===== config.mk =====
export PLATFORM = sky130hd
export DESIGN_NAME = control_unit
export DESIGN_NICKNAME = d
export VERILOG_FILES = /design/src/rtl/cu_pkg.sv /design/src/rtl/cu_decode.sv /design/src/rtl/control_unit.sv
export SDC_FILE = /design/constraint.sdc
export NUM_CORES = 1
export LEC_CHECK = 0
export CORE_MARGIN = 2
export CORE_UTILIZATION = 48
export CTS_BUF_LIST = sky130_fd_sc_hd__clkbuf_2 sky130_fd_sc_hd__clkbuf_4 sky130_fd_sc_hd__clkbuf_8
export DETAILED_ROUTE_END_ITERATION = 8
export MAX_ROUTING_LAYER = met4
export PLACE_DENSITY = 0.89
export SLEW_MARGIN = 20
export SYNTH_ARGS = -nofsm -noshare
export SYNTH_HDL_FRONTEND = slang
export SYNTH_SLANG_ARGS = --single-unit

===== constraint.sdc =====
create_clock -name Clock -period 2.63 [get_ports Clock]
set_input_delay 0.526 -clock Clock [delete_from_list [all_inputs] [get_ports Clock]]
set_output_delay 0.526 -clock Clock [all_outputs]
set_load 0.02 [all_outputs]

===== src/rtl/cu_pkg.sv =====
// rtl/cu_pkg.sv - opcodes, ALU codes, state/class enums and strobe bundle for control_unit
package cu_pkg;

  localparam logic [4:0] OP_LD = 5'd0, OP_LDI = 5'd1, OP_ST = 5'd2, OP_ADD = 5'd3,
                         OP_SUB = 5'd4, OP_SHR = 5'd5, OP_SHRA = 5'd6, OP_SHL = 5'd7,
                         OP_ROR = 5'd8, OP_ROL = 5'd9, OP_AND = 5'd10, OP_OR = 5'd11,
                         OP_ADDI = 5'd12, OP_ANDI = 5'd13, OP_ORI = 5'd14, OP_DIV = 5'd15,
                         OP_MUL = 5'd16, OP_NEG = 5'd17, OP_NOT = 5'd18, OP_BR = 5'd19,
                         OP_JR = 5'd20, OP_JAL = 5'd21, OP_IN = 5'd22, OP_OUT = 5'd23,
                         OP_MFHI = 5'd24, OP_MFLO = 5'd25, OP_NOP = 5'd26, OP_HALT = 5'd27;

  // ALU operation codes share the opcode numbering of the corresponding instruction
  localparam logic [4:0] ALU_ADD = OP_ADD;

  typedef enum logic [3:0] {
    ST_RESET, ST_T0, ST_T1, ST_T1W, ST_T2, ST_T3, ST_T4, ST_T5, ST_T6, ST_T6W, ST_T7, ST_HALT
  } cu_state_t;

  typedef enum logic [3:0] {
    CLS_NOP, CLS_ALU_R, CLS_ALU_I, CLS_LD, CLS_LDI, CLS_ST, CLS_MULDIV, CLS_BR,
    CLS_JR, CLS_JAL, CLS_IN, CLS_OUT, CLS_MFHI, CLS_MFLO, CLS_HALT
  } cu_class_t;

  typedef struct packed {
    logic gra, grb, grc, rin, rout, baout;
    logic pcout, pcin, incpc;
    logic marin, mdrin, mdrout, read, write;
    logic irin, yin, zin_low, zin_high, zlowout, zhighout;
    logic hiin, loin, hiout, loout, cout, in_portout, outportenable, conin;
  } cu_ctl_t;

endpackage


===== src/rtl/cu_decode.sv =====
// rtl/cu_decode.sv - maps the 5-bit opcode to an instruction class
module cu_decode
  import cu_pkg::*;
(
  input  logic [4:0] i_opcode,
  output logic [3:0] o_cls
);

  always_comb begin
    o_cls = CLS_NOP;
    case (i_opcode)
      OP_ADD, OP_SUB, OP_SHR, OP_SHRA, OP_SHL, OP_ROR, OP_ROL,
      OP_AND, OP_OR, OP_NEG, OP_NOT:  o_cls = CLS_ALU_R;
      OP_ADDI, OP_ANDI, OP_ORI:       o_cls = CLS_ALU_I;
      OP_LD:                          o_cls = CLS_LD;
      OP_LDI:                         o_cls = CLS_LDI;
      OP_ST:                          o_cls = CLS_ST;
      OP_MUL, OP_DIV:                 o_cls = CLS_MULDIV;
      OP_BR:                          o_cls = CLS_BR;
      OP_JR:                          o_cls = CLS_JR;
      OP_JAL:                         o_cls = CLS_JAL;
      OP_IN:                          o_cls = CLS_IN;
      OP_OUT:                         o_cls = CLS_OUT;
      OP_MFHI:                        o_cls = CLS_MFHI;
      OP_MFLO:                        o_cls = CLS_MFLO;
      OP_HALT:                        o_cls = CLS_HALT;
      default:                        o_cls = CLS_NOP;
    endcase
  end

endmodule


===== src/rtl/control_unit.sv =====
// rtl/control_unit.sv - Moore fetch/execute sequencer; CU_MEM_WAIT_EN adds a wait state after each Read cycle
module control_unit
  import cu_pkg::*;
(
  input  logic        Clock,
  input  logic        clear,
  input  logic [31:0] IR,
  input  logic        Con,
  input  logic        Stop,
  output logic [4:0]  operation,
  output logic        Gra, Grb, Grc,
  output logic        Rin, Rout, BAout,
  output logic        PCout, PCin, IncPC,
  output logic        MARin, MDRin, MDRout, Read, Write,
  output logic        IRin, Yin, Zin_low, Zin_high, Zlowout, Zhighout,
  output logic        HIin, LOin, HIout, LOout, Cout, In_Portout, outPortenable, ConIn,
  output logic        Run
);

  cu_state_t  r_state, w_next;
  cu_class_t  r_cls;
  logic [4:0] r_opc;
  logic       r_con, r_stop_pend;
  logic [3:0] w_cls;
  cu_ctl_t    w_ctl;
  logic [4:0] w_op;
  logic       w_last;
  logic       w_ir_unused;

  assign w_ir_unused = ^IR[26:0];

  cu_decode u_decode (.i_opcode(IR[31:27]), .o_cls(w_cls));

  always_ff @(posedge Clock or negedge clear) begin
    if (!clear) begin
      r_state     <= ST_RESET;
      r_cls       <= CLS_NOP;
      r_opc       <= '0;
      r_con       <= 1'b0;
      r_stop_pend <= 1'b0;
    end else begin
      r_state <= w_next;
      if (r_state == ST_T2) begin
        r_cls <= cu_class_t'(w_cls);
        r_opc <= IR[31:27];
      end
      // CON flip-flop is loaded at T3 of br, so it is stable by T5
      if (r_state == ST_T5) r_con <= Con;
      if (Stop) r_stop_pend <= 1'b1;
    end
  end

  always_comb begin
    w_next = r_state;
    w_ctl  = '0;
    w_op   = '0;
    w_last = 1'b0;
    case (r_state)
      ST_RESET: w_last = 1'b1;
      ST_T0: begin
        w_ctl.pcout = 1'b1; w_ctl.marin = 1'b1; w_ctl.incpc = 1'b1; w_ctl.zin_low = 1'b1;
        w_next = ST_T1;
      end
      ST_T1, ST_T1W: begin
        w_ctl.zlowout = 1'b1; w_ctl.pcin = 1'b1; w_ctl.read = 1'b1; w_ctl.mdrin = 1'b1;
`ifdef CU_MEM_WAIT_EN
        w_next = (r_state == ST_T1) ? ST_T1W : ST_T2;
`else
        w_next = ST_T2;
`endif
      end
      ST_T2: begin
        w_ctl.mdrout = 1'b1; w_ctl.irin = 1'b1;
        w_next = ST_T3;
      end
      ST_T3: begin
        w_next = ST_T4;
        case (r_cls)
          CLS_ALU_R, CLS_ALU_I: begin w_ctl.grb = 1'b1; w_ctl.rout = 1'b1; w_ctl.yin = 1'b1; end
          CLS_LD, CLS_LDI, CLS_ST: begin w_ctl.grb = 1'b1; w_ctl.baout = 1'b1; w_ctl.yin = 1'b1; end
          CLS_MULDIV: begin w_ctl.gra = 1'b1; w_ctl.rout = 1'b1; w_ctl.yin = 1'b1; end
          CLS_BR:     begin w_ctl.gra = 1'b1; w_ctl.rout = 1'b1; w_ctl.conin = 1'b1; end
          CLS_JR:     begin w_ctl.gra = 1'b1; w_ctl.rout = 1'b1; w_ctl.pcin = 1'b1; w_last = 1'b1; end
          CLS_JAL:    begin w_ctl.pcout = 1'b1; w_ctl.grb = 1'b1; w_ctl.rin = 1'b1; end
          CLS_IN:     begin w_ctl.in_portout = 1'b1; w_ctl.gra = 1'b1; w_ctl.rin = 1'b1; w_last = 1'b1; end
          CLS_OUT:    begin w_ctl.gra = 1'b1; w_ctl.rout = 1'b1; w_ctl.outportenable = 1'b1; w_last = 1'b1; end
          CLS_MFHI:   begin w_ctl.hiout = 1'b1; w_ctl.gra = 1'b1; w_ctl.rin = 1'b1; w_last = 1'b1; end
          CLS_MFLO:   begin w_ctl.loout = 1'b1; w_ctl.gra = 1'b1; w_ctl.rin = 1'b1; w_last = 1'b1; end
          CLS_HALT:   w_next = ST_HALT;
          default:    w_last = 1'b1;
        endcase
      end
      ST_T4: begin
        w_next = ST_T5;
        case (r_cls)
          CLS_ALU_R:  begin w_ctl.grc = 1'b1; w_ctl.rout = 1'b1; w_ctl.zin_low = 1'b1; w_ctl.zin_high = 1'b1; w_op = r_opc; end
          CLS_ALU_I:  begin w_ctl.cout = 1'b1; w_ctl.zin_low = 1'b1; w_ctl.zin_high = 1'b1; w_op = r_opc; end
          CLS_LD, CLS_LDI, CLS_ST: begin w_ctl.cout = 1'b1; w_ctl.zin_low = 1'b1; w_op = ALU_ADD; end
          CLS_MULDIV: begin w_ctl.grb = 1'b1; w_ctl.rout = 1'b1; w_ctl.zin_low = 1'b1; w_ctl.zin_high = 1'b1; w_op = r_opc; end
          CLS_BR:     begin w_ctl.pcout = 1'b1; w_ctl.yin = 1'b1; end
          CLS_JAL:    begin w_ctl.gra = 1'b1; w_ctl.rout = 1'b1; w_ctl.pcin = 1'b1; w_last = 1'b1; end
          default:    w_last = 1'b1;
        endcase
      end
      ST_T5: begin
        w_next = ST_T6;
        case (r_cls)
          CLS_ALU_R, CLS_ALU_I, CLS_LDI: begin w_ctl.zlowout = 1'b1; w_ctl.gra = 1'b1; w_ctl.rin = 1'b1; w_last = 1'b1; end
          CLS_LD, CLS_ST: begin w_ctl.zlowout = 1'b1; w_ctl.marin = 1'b1; end
          CLS_MULDIV: begin w_ctl.zlowout = 1'b1; w_ctl.loin = 1'b1; end
          CLS_BR:     begin w_ctl.cout = 1'b1; w_ctl.zin_low = 1'b1; w_op = ALU_ADD; end
          default:    w_last = 1'b1;
        endcase
      end
      ST_T6, ST_T6W: begin
        w_next = ST_T7;
        case (r_cls)
          CLS_LD: begin
            w_ctl.read = 1'b1; w_ctl.mdrin = 1'b1;
`ifdef CU_MEM_WAIT_EN
            w_next = (r_state == ST_T6) ? ST_T6W : ST_T7;
`endif
          end
          CLS_ST:     begin w_ctl.gra = 1'b1; w_ctl.rout = 1'b1; w_ctl.mdrin = 1'b1; end
          CLS_MULDIV: begin w_ctl.zhighout = 1'b1; w_ctl.hiin = 1'b1; w_last = 1'b1; end
          CLS_BR:     begin w_ctl.zlowout = 1'b1; w_ctl.pcin = r_con; w_last = 1'b1; end
          default:    w_last = 1'b1;
        endcase
      end
      ST_T7: begin
        w_last = 1'b1;
        if (r_cls == CLS_LD) begin w_ctl.mdrout = 1'b1; w_ctl.gra = 1'b1; w_ctl.rin = 1'b1; end
        if (r_cls == CLS_ST) w_ctl.write = 1'b1;
      end
      ST_HALT: w_next = ST_HALT;
      default: w_next = ST_RESET;
    endcase
    // a pending Stop replaces the next fetch with HALT
    if (w_last) w_next = (r_stop_pend || Stop) ? ST_HALT : ST_T0;
  end

  assign operation     = w_op;
  assign Gra           = w_ctl.gra;
  assign Grb           = w_ctl.grb;
  assign Grc           = w_ctl.grc;
  assign Rin           = w_ctl.rin;
  assign Rout          = w_ctl.rout;
  assign BAout         = w_ctl.baout;
  assign PCout         = w_ctl.pcout;
  assign PCin          = w_ctl.pcin;
  assign IncPC         = w_ctl.incpc;
  assign MARin         = w_ctl.marin;
  assign MDRin         = w_ctl.mdrin;
  assign MDRout        = w_ctl.mdrout;
  assign Read          = w_ctl.read;
  assign Write         = w_ctl.write;
  assign IRin          = w_ctl.irin;
  assign Yin           = w_ctl.yin;
  assign Zin_low       = w_ctl.zin_low;
  assign Zin_high      = w_ctl.zin_high;
  assign Zlowout       = w_ctl.zlowout;
  assign Zhighout      = w_ctl.zhighout;
  assign HIin          = w_ctl.hiin;
  assign LOin          = w_ctl.loin;
  assign HIout         = w_ctl.hiout;
  assign LOout         = w_ctl.loout;
  assign Cout          = w_ctl.cout;
  assign In_Portout    = w_ctl.in_portout;
  assign outPortenable = w_ctl.outportenable;
  assign ConIn         = w_ctl.conin;
  assign Run           = (r_state != ST_RESET) && (r_state != ST_HALT);

endmodule


==> results of run 1 <==
==> critical path, stage by stage (launching register included) <==
cell and delay [ps]:
dfrtp_2 460, buf_4 200, xnor2_1 140, a21oi_1 140
o32ai_1 110, a221o_1 360, dlygate4sd2_1 320
==> stage by stage <==
stage | cells | setup slack, ps
global route | 332 | -0.0968
floorplan | 231 | 369
finish | 332 | 71.8
detailed placement | 325 | -78.8
CTS | 329 | -7.18
global placement | 325 | 13.6
==> synth_stat cells (all sizes together), types with 2 or more instances <==
master / instances
o21ai: 11
nand3b: 2
and4bb: 2
nor4: 3
or3: 2
a211oi: 3
mux2i: 4
nor2b: 10
a31oi: 6
a21oi: 16
nor2: 29
nand4: 2
nor3: 13
and2: 4
dfrtp: 15
buf: 17
o22ai: 4
nand3: 4
clkbuf: 5
ha: 4
nor3b: 4
nand2b: 4
nand2: 32
nand4b: 2
inv: 9
o31ai: 2
==> where the power goes <==
group / switching [W] / total [W] / internal (W) / leakage, nW
Clock: 0.0000753 / 0.000132 / 0.0000567 / 0.0177
Sequential: 0.000155 / 0.000503 / 0.000348 / 0.156
Combinational: 0.000912 / 0.00166 / 0.000750 / 1.01
Total: 0.00114 / 0.00230 / 0.00116 / 1.18
==> registers in the layout, summed over array words and instances (netlist names) <==
signal	count
r_state	4
r_opc	5
r_con	1
r_cls	4
r_stop_pend	1
==> area by class of cell <==
cell class | count | area [um2] | share of cell area, %
inverter | 9 | 33.8 | 1.45
tap | 46 | 57.6 | 2.47
multi-input combinational | 185 | 1170 | 50.1
clock inverter | 1 | 5.00 | 0.215
timing repair buffer | 73 | 656 | 28.2
sequential | 15 | 385 | 16.6
clock buffer | 3 | 22.5 | 0.968
==> layer usage <==
layer	wire length (um)	part of all wire, %
met5	0	0
met3	289	6.1
met2	2260	47
met1	2140	45
met4	74	1.6
==> worst min path at each step <==
stage                           start           to  cells after the start
final                     r_stop_pend  r_stop_pend                      2
after global routing      r_stop_pend  r_stop_pend                      2
after CTS                 r_stop_pend  r_stop_pend                      2
after detailed placement  r_stop_pend  r_stop_pend                      2
after global placement    r_stop_pend  r_stop_pend                      2
after floorplan                 clear     r_cls[0]                      0
==> repair_timing <==
action | CTS | global route
resized for setup | 30 | 17
endpoints found under the setup margin | 28 | 16
endpoints found under the hold margin | 0 | 0
buffers inserted | 0 | 3
==> cell families (layout without fill, tap and decap cells) <==
logic type      Yosys count  count (layout)  synth area share, %
compound gates           57              57                 23.0
buf+inv                  31              86                 9.60
simple gates            117             117                 37.7
xor+xnor                  2               2                 1.05
mux                       5               5                 3.08
flops                    15              15                 22.5
fa+ha+maj                 4               4                 3.00
==> flow_summary.ini, run 1 <==
[power_and_ir_drop]
p_leak_nw = 1.18
max-vdd-ir-drop_mv = 0.508
power_w = 0.00230
powerDensity_nw_per_um2 = 988

[clock_tree]
worst_skew_pair.late_latency_ps = 290
cts_tree = yes
root_buffer = clkbuf_4
numCtsBuffers = 3
cts.path.max_buffers = 2
hold_buffers = 0
clk_pin_slew_ps = 90
cts_sinks = 15
htree_levels = 1

[die]
num_rows = 21
initial_core_util_pct = 50.0
die_h_um = 62.9
die_x_um = 62.9
coreArea_um2 = 3340
die_area_um2 = 3960
ios = 70

[logic_synthesis]
synthCells = 231
ys_warn_count = 0
synth.area.top_cells = dfrtp_1, nand2_1, nor2_1, a21oi_1, nor2b_1
syn_area_per_cell_um2 = 7.22
synth_nets = 271
synth_area_um2 = 1670
synth_edf_count = 0
synth_area_leader_cell = dfrtp_1
synth-seq-area-share_pct = 22.5
synthArstFlopShare_pct = 100
synth_top_area_share_pct = 22.5
ys_ff_latch = 15
synth_flop_cell = dfrtp_1
synth_cell_type_count = 61

[place]
placed_area_um2 = 2240
gp_congestion = 0.965
dp_hpwl_um = 3570
port_buffers = 42

[sta]
drv_slew = 0
period_minus_slack_ps = 2560
finClkSkew_ps = 3.89
worst_pin_slew_ps = 641
layout_worst_path_cycle_share_pct = 97.3
hold_viol_final = 0
final-setup-viol-count = 0
max_freq_mhz = 391
finalSetupTns_ps = 0
maxSlewHeadroom_pct = 57.1
hold_slack_ps = 458

[grt]
grtUsageMet2_pct = 39.1
top_usage_layer = met2
grt_start_max_net_pins = 16
grt-ovfl-total = 0
grt_pass1_vias = 1724
met1_usage_pct = 31.9
met3_usage_pct = 2.34
track_usage_pct = 24.5
antenna_found_initial = 0
grt_pass1_wl_um = 7700

[run_status]
status = completed

[setup_path]
r2r-end = r_state[1]
critPathKind = flip-flop to output port
critPathLaunch = r_cls[1]
reg2reg_slack_ps = 820
r2r-start = r_cls[2]
crit_required_ps = 2100
cp-endpoint = Rout
start_kind = flip-flop
end_kind = output port
critical_path_peak_fanout = 12
reg2regPathDepth = 6
arrival_ps = 2030

[routing]
wl_um = 4770
drt_pre_antenna_iters = 6
num_vias = 1884
drtIter0Drc = 99
viasPerCell = 5.67
final_antenna_net_count = 0
wl_per_cell_um = 14.4
remaining_drc_errors = 0

[final_layout]
final_design_area_no_fill_um2 = 2330
drive_gt1_share_pct = 21.3
final_util_pct = 69.7
fin_nets = 327
fillers = 269
final_cell_mix = nand2_1, buf_4, nor2_1, dlygate4sd2_1
final_common_cell = nand2_1
syn_to_final_growth_pct = 39.5
antennaDiodeCount = 0

[run]
maxCapViolations = 0

[hold_path]
min_path_type = flip-flop to flip-flop
Power figures use the tool's default switching activity.
==> run 2: changes to the inputs <==
--- a/config.mk
+++ b/config.mk
@@ -8,6 +8,7 @@
 export CORE_MARGIN = 2
 export CORE_UTILIZATION = 48
 export CTS_BUF_LIST = sky130_fd_sc_hd__clkbuf_2 sky130_fd_sc_hd__clkbuf_4 sky130_fd_sc_hd__clkbuf_8
+export CTS_CLUSTER_DIAMETER = 80
 export DETAILED_ROUTE_END_ITERATION = 8
 export MAX_ROUTING_LAYER = met4
 export PLACE_DENSITY = 0.89
==> results of run 2 <==
Same layout as run 1: the final DEF is identical, and so are final timing and power.
==> run 3: changes to the inputs <==
--- a/config.mk
+++ b/config.mk
@@ -10,7 +10,6 @@
 export CTS_BUF_LIST = sky130_fd_sc_hd__clkbuf_2 sky130_fd_sc_hd__clkbuf_4 sky130_fd_sc_hd__clkbuf_8
 export CTS_CLUSTER_DIAMETER = 80
 export DETAILED_ROUTE_END_ITERATION = 8
-export MAX_ROUTING_LAYER = met4
 export PLACE_DENSITY = 0.89
 export SLEW_MARGIN = 20
 export SYNTH_ARGS = -nofsm -noshare
==> flow_summary.ini, run 3 (same netlist as run 1, synthesis figures left out) <==
[final_layout]
final_design_area_no_fill_um2 = 2330
fin_nets = 326
final_common_cell = nand2_1
drive_gt1_share_pct = 21.4
syn_to_final_growth_pct = 39.8
largest_register_ffs = 5
antennaDiodeCount = 0
final_cell_mix = nand2_1, buf_4, nor2_1, dlygate4sd2_1, a21oi_1
final_util_pct = 69.9
largest_register = r_opc
fillers = 262
register_area_um2 = 385
multi_input_area_um2 = 1170
largestRegisters = r_opc: 5 flops, r_cls: 4 flops, r_state: 4 flops

[sta]
rsz0062_at_grt = no
maxSlewHeadroom_pct = 57.5
layout_worst_path_cycle_share_pct = 96.7
period_minus_slack_ps = 2540
finClkSkew_ps = 8.73
worst_slack_ps = 87.3
finalSetupTns_ps = 0
worst_pin_slew_ps = 636
drv_slew = 0
hold_viol_final = 0
max_freq_mhz = 393
final-setup-viol-count = 0
hold_slack_ps = 459

[routing]
wl_per_cell_um = 14.4
remaining_drc_errors = 0
drt_pre_antenna_iters = 4
viasPerCell = 5.69
final_antenna_net_count = 0
drtIter0Drc = 103
num_vias = 1882
wl_um = 4760

[clock_tree]
cts_sinks = 15
cts.path.max_buffers = 2
worst_skew_pair.late_latency_ps = 290
cts_tree = yes
numCtsBuffers = 3
clk_pin_slew_ps = 90
htree_levels = 1
root_buffer = clkbuf_4

[place]
dp_slack_ps = -30.6
dp_hpwl_um = 3600
gp_congestion = 0.949
placed_area_um2 = 2240
port_buffers = 42

[die]
num_rows = 21
die_h_um = 62.9
coreArea_um2 = 3340
ios = 70
initial_core_util_pct = 50.0
die_x_um = 62.9
die_area_um2 = 3960

[grt]
track_usage_pct = 25.1
grt_start_max_net_pins = 16
antenna_found_initial = 0
grt-ovfl-total = 0
grt_pass1_vias = 1761
grt_pass1_wl_um = 8140

[run]
maxCapViolations = 0

[hold_path]
min_path_type = flip-flop to flip-flop

[run_status]
status = completed

[setup_path]
arrival_ps = 2020
crit_required_ps = 2100
start_kind = flip-flop
end_kind = output port
critPathKind = flip-flop to output port
critical_path_peak_fanout = 6

[power_and_ir_drop]
p_leak_nw = 1.24
powerDensity_nw_per_um2 = 988
max-vdd-ir-drop_mv = 0.563
-- run 3: layout make-up --
class | instances | area share, %
inverters | 9 | 1.45
repair buffers | 72 | 28.2
flip-flops and latches | 15 | 16.5
clock inverters | 1 | 0.215
well taps | 46 | 2.47
multi-input cells | 185 | 50.1
clock buffers | 3 | 0.966
-- run 3: worst paths after layout --
| check | start | to | slack, ps | cells past startpoint |
|---|---|---|---|---|
| min | r_stop_pend | r_stop_pend | 460 | 2 |
| min in group asynchronous | clear | r_con | 620 | 1 |
| max | r_state[3] | operation[1] | 90 | 6 |
| min reg2reg | r_stop_pend | r_stop_pend | 460 | 2 |
| max reg2reg | r_cls[2] | r_state[3] | 730 | 6 |
| max in group asynchronous | clear | r_cls[1] | 1550 | 1 |
-- run 3: layer usage --
layer	part of all wire [%]	wire length (um)	global-route usage (%)
met5	0	0	0
met3	6.6	312	1.80
met4	1.3	64	9.44
met2	49	2330	41.5
met1	43	2050	34.0
-- run 3: through the flow --
stage | cells | total power (W)
final | 331 | 0.00230
after global routing | 331 | 0.00249
after CTS | 329 | 0.00223
after detailed placement | 325 | 0.00209
after global placement | 325 | 0.00204
after floorplan | 231 | 0.00154
-- run 3: power breakdown --
group | internal, W | switching (W)
logic | 0.000750 | 0.000916
clock network | 0.0000565 | 0.0000746
registers | 0.000348 | 0.000157
-- run 3: critical path: stages (launching register included) --
cell	delay, ps
dfrtp_2	470
nand4b_4	220
a21bo_1	230
a211oi_2	270
nor2_1	70
nor2_1	120
dlygate4sd2_1	350
-- run 3: timing repair --
item,CTS,global route
hold buffers,0,0
buffers inserted,0,2
setup endpoints to repair,29,15
resized for setup,31,18
gates cloned,0,0
